File: src/rtl/rtu_sync.sv
// Clocked routing calculation unit: XY (or YX with RTU_YX_ROUTING_EN) route per
// head flit, held per VC until tail, emitted through one valid/ready output stage.
module rtu_sync #(
  parameter int VCN = 2,
  parameter int AW  = 8,
  parameter int DW  = 32,
  parameter int DIR = 0
) (
  input  logic           clk,
  input  logic           rstn,
  input  logic [AW-1:0]  cur_x,
  input  logic [AW-1:0]  cur_y,
  input  logic           in_vld,
  output logic           in_rdy,
  input  logic [VCN-1:0] in_vc,
  input  logic [1:0]     in_ft,
  input  logic [DW-1:0]  in_data,
  output logic           out_vld,
  input  logic           out_rdy,
  output logic [VCN-1:0] out_vc,
  output logic [1:0]     out_ft,
  output logic [DW-1:0]  out_data,
  output logic [4:0]     out_port,
  output logic           err,
  output logic [VCN-1:0] vc_busy
);

  typedef enum logic {VC_IDLE, VC_BUSY} vc_state_e;
  typedef enum logic [1:0] {FT_BODY, FT_HEAD, FT_TAIL, FT_SINGLE} ft_e;

  localparam logic [4:0] P_S = 5'b00001;
  localparam logic [4:0] P_W = 5'b00010;
  localparam logic [4:0] P_N = 5'b00100;
  localparam logic [4:0] P_E = 5'b01000;
  localparam logic [4:0] P_L = 5'b10000;
  // Port that would send the flit back where it came from; for the local input
  // this is L itself, so one compare covers both U-turn and local-to-local.
  localparam logic [4:0] DIR_PORT = (DIR < 4) ? (P_S << DIR) : P_L;

  vc_state_e  state_q [VCN];
  vc_state_e  state_d [VCN];
  logic [4:0] route_q [VCN];

  logic [AW-1:0] dx, dy;
  logic [4:0]    raw_port, calc_port, held_port, sel_port;
  logic          route_err, vc_ok, xfer, cur_busy;
  logic          emit, bad, store, next_busy;

  assign dx     = in_data[AW-1:0];
  assign dy     = in_data[2*AW-1:AW];
  assign in_rdy = ~out_vld | out_rdy;
  assign xfer   = in_vld & in_rdy;
  assign vc_ok  = $onehot(in_vc);

  always_comb begin
    raw_port = P_L;
`ifdef RTU_YX_ROUTING_EN
    if (dy > cur_y)      raw_port = P_N;
    else if (dy < cur_y) raw_port = P_S;
    else if (dx > cur_x) raw_port = P_E;
    else if (dx < cur_x) raw_port = P_W;
`else
    if (dx > cur_x)      raw_port = P_E;
    else if (dx < cur_x) raw_port = P_W;
    else if (dy > cur_y) raw_port = P_N;
    else if (dy < cur_y) raw_port = P_S;
`endif
    route_err = (raw_port == DIR_PORT);
    calc_port = route_err ? P_L : raw_port;
  end

  always_comb begin
    cur_busy  = 1'b0;
    held_port = '0;
    for (int unsigned v = 0; v < VCN; v++) begin
      if (in_vc[v]) begin
        cur_busy  = cur_busy | (state_q[v] == VC_BUSY);
        held_port = held_port | route_q[v];
      end
    end
  end

  always_comb begin
    emit      = 1'b0;
    bad       = 1'b0;
    store     = 1'b0;
    next_busy = cur_busy;
    sel_port  = calc_port;
    if (!vc_ok) begin
      bad = 1'b1;
    end else begin
      case (ft_e'(in_ft))
        FT_HEAD: begin
          emit      = 1'b1;
          store     = 1'b1;
          next_busy = 1'b1;
          bad       = cur_busy | route_err;
        end
        FT_SINGLE: begin
          emit      = 1'b1;
          next_busy = 1'b0;
          bad       = cur_busy | route_err;
        end
        FT_BODY: begin
          emit     = cur_busy;
          bad      = ~cur_busy;
          sel_port = held_port;
        end
        FT_TAIL: begin
          emit      = cur_busy;
          bad       = ~cur_busy;
          sel_port  = held_port;
          next_busy = 1'b0;
        end
        default: bad = 1'b1;
      endcase
    end
  end

  always_comb begin
    for (int unsigned v = 0; v < VCN; v++) begin
      state_d[v] = state_q[v];
      if (xfer && vc_ok && in_vc[v])
        state_d[v] = next_busy ? VC_BUSY : VC_IDLE;
      vc_busy[v] = (state_q[v] == VC_BUSY);
    end
  end

  always_ff @(posedge clk or negedge rstn) begin
    if (!rstn) begin
      for (int unsigned v = 0; v < VCN; v++) begin
        state_q[v] <= VC_IDLE;
        route_q[v] <= '0;
      end
    end else begin
      for (int unsigned v = 0; v < VCN; v++) begin
        state_q[v] <= state_d[v];
        if (xfer && vc_ok && store && in_vc[v])
          route_q[v] <= calc_port;
      end
    end
  end

  always_ff @(posedge clk or negedge rstn) begin
    if (!rstn) begin
      out_vld  <= 1'b0;
      out_vc   <= '0;
      out_ft   <= '0;
      out_data <= '0;
      out_port <= '0;
      err      <= 1'b0;
    end else begin
      err <= xfer & bad;
      if (in_rdy) begin
        out_vld <= xfer & emit;
        if (xfer && emit) begin
          out_vc   <= in_vc;
          out_ft   <= in_ft;
          out_data <= in_data;
          out_port <= sel_port;
        end
      end
    end
  end

endmodule

File: config.mk
export PLATFORM = sky130hd
export DESIGN_NAME = rtu_sync
export DESIGN_NICKNAME = d
export VERILOG_FILES = /design/src/rtl/rtu_sync.sv
export SDC_FILE = /design/constraint.sdc
export NUM_CORES = 1
export LEC_CHECK = 0
export ABC_AREA = 1
export CAP_MARGIN = 10
export CORE_UTILIZATION = 48
export DETAILED_ROUTE_END_ITERATION = 10
export PLACE_DENSITY = 0.93
export SYNTH_ARGS = -nofsm -noshare
export SYNTH_HDL_FRONTEND = slang
export SYNTH_SLANG_ARGS = --single-unit
File: constraint.sdc
create_clock -name clk -period 3.15 [get_ports clk]
set_clock_uncertainty 0.15 [all_clocks]
set_input_delay 0.63 -clock clk [delete_from_list [all_inputs] [get_ports clk]]
set_output_delay 0.63 -clock clk [all_outputs]
set_load 0.02 [all_outputs]
-- Word-level counts from Yosys, hierarchy flattened
Index checks and enable logic that the tools add are counted.
- bits in registers: 55
- output and inout port bits: 46
- logic and storage cells: 61
- add/subtract/negate cells: 1
- magnitude comparators: 4
- eq/ne operators: 5
- multiplexer cells: 20
- bitwise operators: 9
- reductions and logical operators: 12
- operators by type and width (cell ; number):
    5-bit two-way mux ; 9
    8-bit > comparator ; 2
    8-bit < comparator ; 2
    1-bit two-way mux ; 8
    1-bit logical AND ; 7
    1-bit case mux with 2 select lines ; 3
    2-bit OR reduction ; 3
    5-bit by 1-bit equality test with 1-bit output, second input constant ; 1
    5-bit bitwise OR ; 1
    2-bit by 1-bit equality test with 1-bit output, second input constant ; 2
    2-bit equality test, second input constant ; 2
    1-bit bitwise AND ; 3
    1-bit bitwise OR ; 3
    1-bit by 1-bit adder with 2-bit output ; 1
    2-bit zero test ; 1
    1-bit NOT ; 2
    2-bit AND reduction ; 1

-- Longest topological paths before layout
Gate-level depths: netlist of the first run.
- depth in word-level cells: 10
- depth in mapped cells: 13
- depth with buffers taken out: 13

-- Least setup slack after synthesis of the first run
OpenSTA, ideal clock, no wires.
- path type: input port to flip-flop
- from: input in_vc[0]
- to: register out_data[1]
- arrival time: 1.686 ns
- data required time: 2.883 ns
- path slack: 1.197 ns
- stages: 12
- cell sequence: buf_2 -> nand2_1 -> o21ai_2 -> inv_2 -> nand2_2 -> nand2_4 -> nor2_8 -> inv_2 -> buf_6 -> buf_6 -> nand2_1 -> nand2_1
- cells in the longest elaborated chain, start to end: 7
- elaborated cells on any way between the ends: 9
- those cells by class: add/sub (1); eq/ne (1); mux (4); bitwise (1); reduce/logical (2)
- RTL lines (item ; RTL line ; source):
    start: declaration ; 15 ; input logic [VCN-1:0] in_vc,
    1-bit two-way mux ; 76 ; if (in_vc[v]) begin
    1-bit bitwise OR ; 77 ; cur_busy = cur_busy | (state_q[v] == VC_BUSY);
    1-bit two-way mux ; 76 ;
    1-bit case mux with 2 select lines ; 92 ; case (ft_e'(in_ft))
    1-bit two-way mux (*) ; 89 ; if (!vc_ok) begin
    1-bit logical AND (*) ; 156 ; if (xfer && emit) begin
    2-bit AND reduction (no line) (*) ; n/a ;
    end signal: assignment ; 159 ; out_data <= in_data;
    end: declaration ; 22 ; output logic [DW-1:0] out_data,
Every way passes the cells marked *; elsewhere a longest branch is shown, timed or not.
A chain may end at the register's enable or synchronous reset.

-- Worst setup path in the final report of the first run
- from: input out_rdy
- to: output in_rdy
- cells in the longest elaborated chain, start to end: 1
- RTL lines (item ; RTL line ; source):
    start: declaration ; 19 ; input logic out_rdy,
    1-bit bitwise OR ; 51 ; assign in_rdy = ~out_vld | out_rdy;
    end: declaration ; 14 ; output logic in_rdy,
No other way between the ends.

==> flow_summary.yaml, run 1 <==
clocking:
  cts_tree: "done"
  clockBufferDepth: 2
  postCtsHoldBufs: 0
  clock_sinks: 55
  cts_setup_buffers: 0
  cts.repair.resized: 0
  clock_latency_ns: 0.31
  cts_buffers: 5
  cts-htree-levels: 2
  clk_pin_slew_ns: 0.10
  clockRootBuffer: "clkbuf_8"
place:
  dp_slack_ns: 0.334
  io_buffers: 101
  gp_congestion: 0.846
  hpwl_mm: 5.19
  place_inst: 491
  dpl-instance-area_um2: 3790
power:
  power_frac_seq: 0.432
  ir_drop_v: 0.000309
  power_density_nw_per_um2: 574
  totalPowerFinal_mw: 2.23
  p_leak_nw: 1.99
  power.internal_mw: 1.45
  pwr-share-comb: 0.397
  switching_power_uw: 782
  power_frac_clock: 0.172
  swShare: 0.351
global_route:
  antenna_found_initial: 0
  grt-ovfl-total: 0
  grt_max_degree: 56
  grt_pass1_vias: 2531
  track_usage: 0.239
  grt_pass1_wl_mm: 11.2
logic_synthesis:
  async_flop_share: 1.00
  synth-warning-count: 0
  synth_enable_flop_cells: 0
  syn_area_um2: 2730
  synth.avg_cell_area_um2: 8.39
  ys_seq_area_frac: 0.505
  syn-instance-count: 325
  ys_ff_latch: 55
  synth-main-ff-cell: "dfrtp_1"
  synth.distinct_cells: 28
  syn_nets: 397
sta:
  tightest_slew_ns: 0.671
  rsz0062_at_grt: "no"
  fmax_mhz: 382
  fin_ws_ns: 0.532
  slew_headroom: 0.553
  setup-tns-final_ns: 0
  slew_violations: 0
  finalCritPeriodShare: 0.831
  setup_viol: 0
  fin_crit_ns: 2.62
  hold_viol_final: 0
worst_setup_path:
  crit_arrival_ns: 1.84
  startpoint_type: "input port"
  path_class: "input port to output port"
  critPathCaptureType: "output port"
  cp_max_fo: 3
  cp_cell_sequence: "clkdlybuf4s50_1, inv_1, nand2_1, clkdlybuf4s50_1"
  crit_buf_inv: 3
  cpMostUsedCell: "clkdlybuf4s50_1"
  crit_required_ns: 2.37
  crit_slowest_cell: "clkdlybuf4s50_1"
  crit_path_max_incr_delay_ns: 0.62
  cpLargestDelayFamily: "buffers and inverters"
die:
  die-area_um2: 5990
  ios: 102
  die_x_um: 77.4
  fp.dieH_um: 77.4
  rows: 27
  coreArea_um2: 5510
  initial_utilization: 0.495
route:
  vias: 2496
  drc_errors: 0
  dr.pass1.iters: 4
  wl_mm: 6.67
  ant_nets: 0
  viasPerCell: 5.00
  wl_per_cell_um: 13.4
  drt_iter0_markers: 166
finish:
  multi_input_area_um2: 1150
  fin_nets: 498
  fin_cells: 499
  layout-drive-gt1-share: 0.0585
  postLayoutCellArea_um2: 3880
  fillCellCount: 409
  seqCellArea_um2: 1380
  diodes: 0
  layout_common_cells: "nand2_1, clkdlybuf4s50_1, dfrtp_1"
  layout_commonest_cell: "nand2_1"
  area_delta_synth_final_pct: 42.3
min_path:
  min_path_type: "input port to asynchronous set/reset pin"
run_status:
  status: "finished clean"
job:
  drv_cap: 0
-- routing by layer --
metal / vias up / wire [µm] / GRT usage
li1: 1216 / - / -
met1: 1172 / 2720 / 0.281
met2: 92 / 3490 / 0.431
met3: 16 / 344 / 0.0435
met4: 0 / 125 / 0.0925
met5: - / 0 / 0
-- through the flow --
| step | utilization | hold WS (ns) |
|---|---|---|
| after floorplan | - | 0.184 |
| after global placement | 0.689 | 0.302 |
| after detailed placement | 0.689 | 0.306 |
| after CTS | 0.705 | 0.304 |
| after global routing | 0.705 | 0.334 |
| final | 0.705 | 0.276 |
-- worst reg2reg max path, stage by stage (launching register included) --
cell	delay, ns
dfrtp_1	0.36
inv_1	0.06
o21ai_2	0.13
inv_2	0.07
nand2_2	0.07
nand2_4	0.07
nor2_8	0.23
inv_2	0.19
buf_12	0.21
nand2_1	0.10
nand2_1	0.06
-- Yosys cell counts (all sizes together), types with 2 or more instances --
library cell	number	area [µm²]
dfrtp	55	1380
nor2	9	50.1
o21ai	19	98.8
nand3	6	30.0
a22o	4	35.0
inv	37	139
ha	16	200
a21boi	3	22.5
buf	10	65.1
nand2	146	558
a21oi	9	45.0
or2	2	12.5
nand4	3	48.8
-- kinds of logic after synthesis --
logic type               Yosys count  synth area share
buffers and inverters             47            0.0748
AO/OA/AOI/OAI                     39            0.0849
adder cells (fa/ha/maj)           16            0.0734
multiplexers                       1           0.00413
flip-flops                        55             0.505
AND/OR/NAND/NOR                  167             0.258
-- power groups by stage --
stage | Sequential [mW] | Combinational (mW) | Clock (mW)
3_5_place_dp | 0.973 | 0.887 | 0
2_1_floorplan | 1.15 | 0.240 | 0
6_report | 0.961 | 0.884 | 0.383
4_1_cts | 0.960 | 0.892 | 0.389
5_1_grt | 0.979 | 0.953 | 0.427
3_3_place_gp | 0.971 | 0.856 | 0
-- state kept, by name, summed over array words and instances (netlist names) --
| register | cells |
|---|---|
| out_ft | 2 |
| out_vc | 2 |
| out_port | 5 |
| err | 1 |
| out_data | 32 |
| vc_busy | 2 |
| out_vld | 1 |
| route_q | 10 |
-- path summary, 6_finish.rpt --
kind | start | depth (start not counted) | slack [ns] | end
max | out_rdy | 4 | 0.53 | in_rdy
min | rstn | 2 | 0.28 | out_data[27]
max reg2reg | vc_busy[1] | 10 | 1.36 | out_data[31]
min reg2reg | out_data[3] | 2 | 0.33 | out_data[3]
max in group asynchronous | rstn | 2 | 2.12 | out_port[4]
min in group clk | out_data[3] | 2 | 0.33 | out_data[3]
-- area by class of cell --
cell class / instances / share of cell area
Inverter: 37 / 0.0358
Tap cell: 72 / 0.0232
Sequential cell: 55 / 0.354
Clock inverter: 3 / 0.00516
Timing Repair Buffer: 104 / 0.268
Multi-Input combinational cell: 223 / 0.296
Clock buffer: 5 / 0.0177
(Power assumes the default switching activity.)
==> inputs of run 2 (changes only) <==
- CORE_UTILIZATION: 48 -> 40
- PLACE_DENSITY: 0.93 -> 0.83
- clock period: 3.15 -> 2.2 ns (I/O delays scaled with it)
==> run 2 against run 1 <==
  * The run now ends with design-rule violations left
  * Total power increased by 48%
  * Sequential share of layout area is 1.7 points lower
  * Critical path depth up 9
  * Die area rose by 19%
  * Clock-buffer cell count grew 2
  * Sequential power up 43%
  * Routed wire length rose by 1.9%
  * Register-to-register slack worse by 0.87 ns
  * First-iteration DRC count fell by 23%
  * Via count shrank 0.12%
  * Global-route usage is 3.7 points lower
  * Largest cell class unchanged
==> flow_summary.yaml, run 2 (synthesis results as in run 1) <==
run_status:
  status: "finished with violations"
  violations: "design-rule violations"
power:
  swShare: 0.339
  ir_drop_v: 0.000308
  power.internal_mw: 2.17
  pwr-share-comb: 0.396
  switching_power_mw: 1.12
  power_frac_clock: 0.186
  p_leak_nw: 2.11
  totalPowerFinal_mw: 3.29
  power_density_nw_per_um2: 806
  power_frac_seq: 0.418
clocking:
  cts_tree: "done"
  clock_latency_ns: 0.31
  cts-htree-levels: 2
  cts_buffers: 5
  clockRootBuffer: "clkbuf_8"
  clockBufferDepth: 2
  clk_pin_slew_ns: 0.09
  clock_sinks: 55
die:
  die-area_um2: 7150
  ios: 102
  die_x_um: 84.6
  rows: 29
  fp.dieH_um: 84.6
  initial_utilization: 0.422
  coreArea_um2: 6460
sta:
  fin_ws_ns: 0.142
  setup-tns-final_ns: 0
  finalCritPeriodShare: 0.935
  setup_viol: 0
  slew_headroom: 0.707
  fmax_mhz: 486
  rsz0062_at_grt: "no"
  hold_viol_final: 0
  tightest_slew_ns: 0.439
  fin_crit_ns: 2.06
  slew_violations: 0
finish:
  top_register: "out_data"
  fin_nets: 519
  largest_register_ffs: 32
  fin_cells: 525
  seqCellArea_um2: 1380
  area_delta_synth_final_pct: 49.6
  layout_common_cells: "nand2_1, clkdlybuf4s50_1, dfrtp_1"
  largestRegisters: "out_data: 32 flops, route_q: 10 flops, out_port: 5 flops"
  layout-drive-gt1-share: 0.103
  fillCellCount: 540
  multi_input_area_um2: 1150
  layout_commonest_cell: "nand2_1"
  diodes: 0
  postLayoutCellArea_um2: 4080
global_route:
  grt_pass1_wl_mm: 11.6
  antenna_found_initial: 0
  track_usage: 0.203
  grt-ovfl-total: 0
  grt_pass1_vias: 2525
  grt_max_degree: 31
job:
  drv_cap: 0
route:
  ant_nets: 0
  viasPerCell: 4.75
  wl_mm: 6.80
  drc_errors: 10
  dr.pass1.iters: 7
  drt_iter0_markers: 128
  vias: 2493
  wl_per_cell_um: 13.0
place:
  gp_congestion: 0.789
  io_buffers: 101
  dp_slack_ns: -0.208
  dpl-instance-area_um2: 3960
  hpwl_mm: 5.19
  place_inst: 516
worst_setup_path:
  rr_startpoint: "out_vld"
  critPathCaptureType: "flop"
  startpoint_type: "input port"
  startpoint: "cur_x[3]"
  path_class: "input port to flop"
  cp_max_fo: 4
  crit_arrival_ns: 2.12
  crit_required_ns: 2.26
  regToRegSetupSlack_ns: 0.49
min_path:
  hp-start: "out_data[15]"
  min_path_type: "flop to flop"
-- run 2: cell types whose count changed in the layout (fill, tap and decap cells not counted), sizes merged --
cell           delta
buf              +20
clkbuf            +2
clkdlybuf4s50     -1
clkinv            -1
clkinvlp          -1
dlygate4sd3       +1
dlymetal6s2s      +1
-- run 2: power groups by stage --
stage                     Combinational, mW  Sequential, mW  Clock [mW]
after floorplan                       0.344            1.65           0
after global placement                 1.28            1.38           0
after detailed placement               1.31            1.39           0
after CTS                              1.32            1.37       0.631
after global routing                   1.41            1.40       0.674
final                                  1.30            1.37       0.613
-- run 2: critical path, cell delays in order --
cell             delay (ns)
clkdlybuf4s50_1        0.47
inv_1                  0.05
ha_1                   0.30
nand2_1                0.06
inv_1                  0.07
nand2_1                0.05
nand2_1                0.05
nand2_1                0.04
nand2_1                0.11
inv_1                  0.07
nor2_2                 0.14
nand3_1                0.08
a21boi_0               0.19
-- run 2: final timing paths --
| path | to | depth (start not counted) |
|---|---|---|
| setup / recovery | out_port[2] | 13 |
| hold / removal | out_data[15] | 2 |
| setup reg to reg | out_data[0] | 8 |
| hold reg to reg | out_data[15] | 2 |
| max in group asynchronous | out_port[1] | 3 |
| min in group asynchronous | out_data[26] | 2 |
-- run 2: area by class of cell --
class                   count  area share
repair buffers            125       0.298
clock buffers               7      0.0236
inverters                  37      0.0340
flip-flops and latches     55       0.337
well taps                  77      0.0236
clock inverters             1     0.00184
multi-input cells         223       0.282
-- run 2: through the flow --
step	hold WS, ns	utilization
floorplan	-0.00559	-
CTS	0.330	0.631
detailed placement	0.263	0.614
global placement	0.251	0.614
finish	0.327	0.632
global route	0.356	0.632
-- run 2: repair_timing --
action,4_1_cts,5_1_grt
gates resized for setup,0,2
setup buffers,0,0
hold buffers,1,0
setup endpoints to repair,0,7
hold endpoints to repair,18,0
-- run 2: routing by layer --
layer / global-route usage / routed length, µm
met3: 0.0423 / 419
met2: 0.358 / 3310
met4: 0.0447 / 80
met5: 0 / 0
met1: 0.255 / 2990
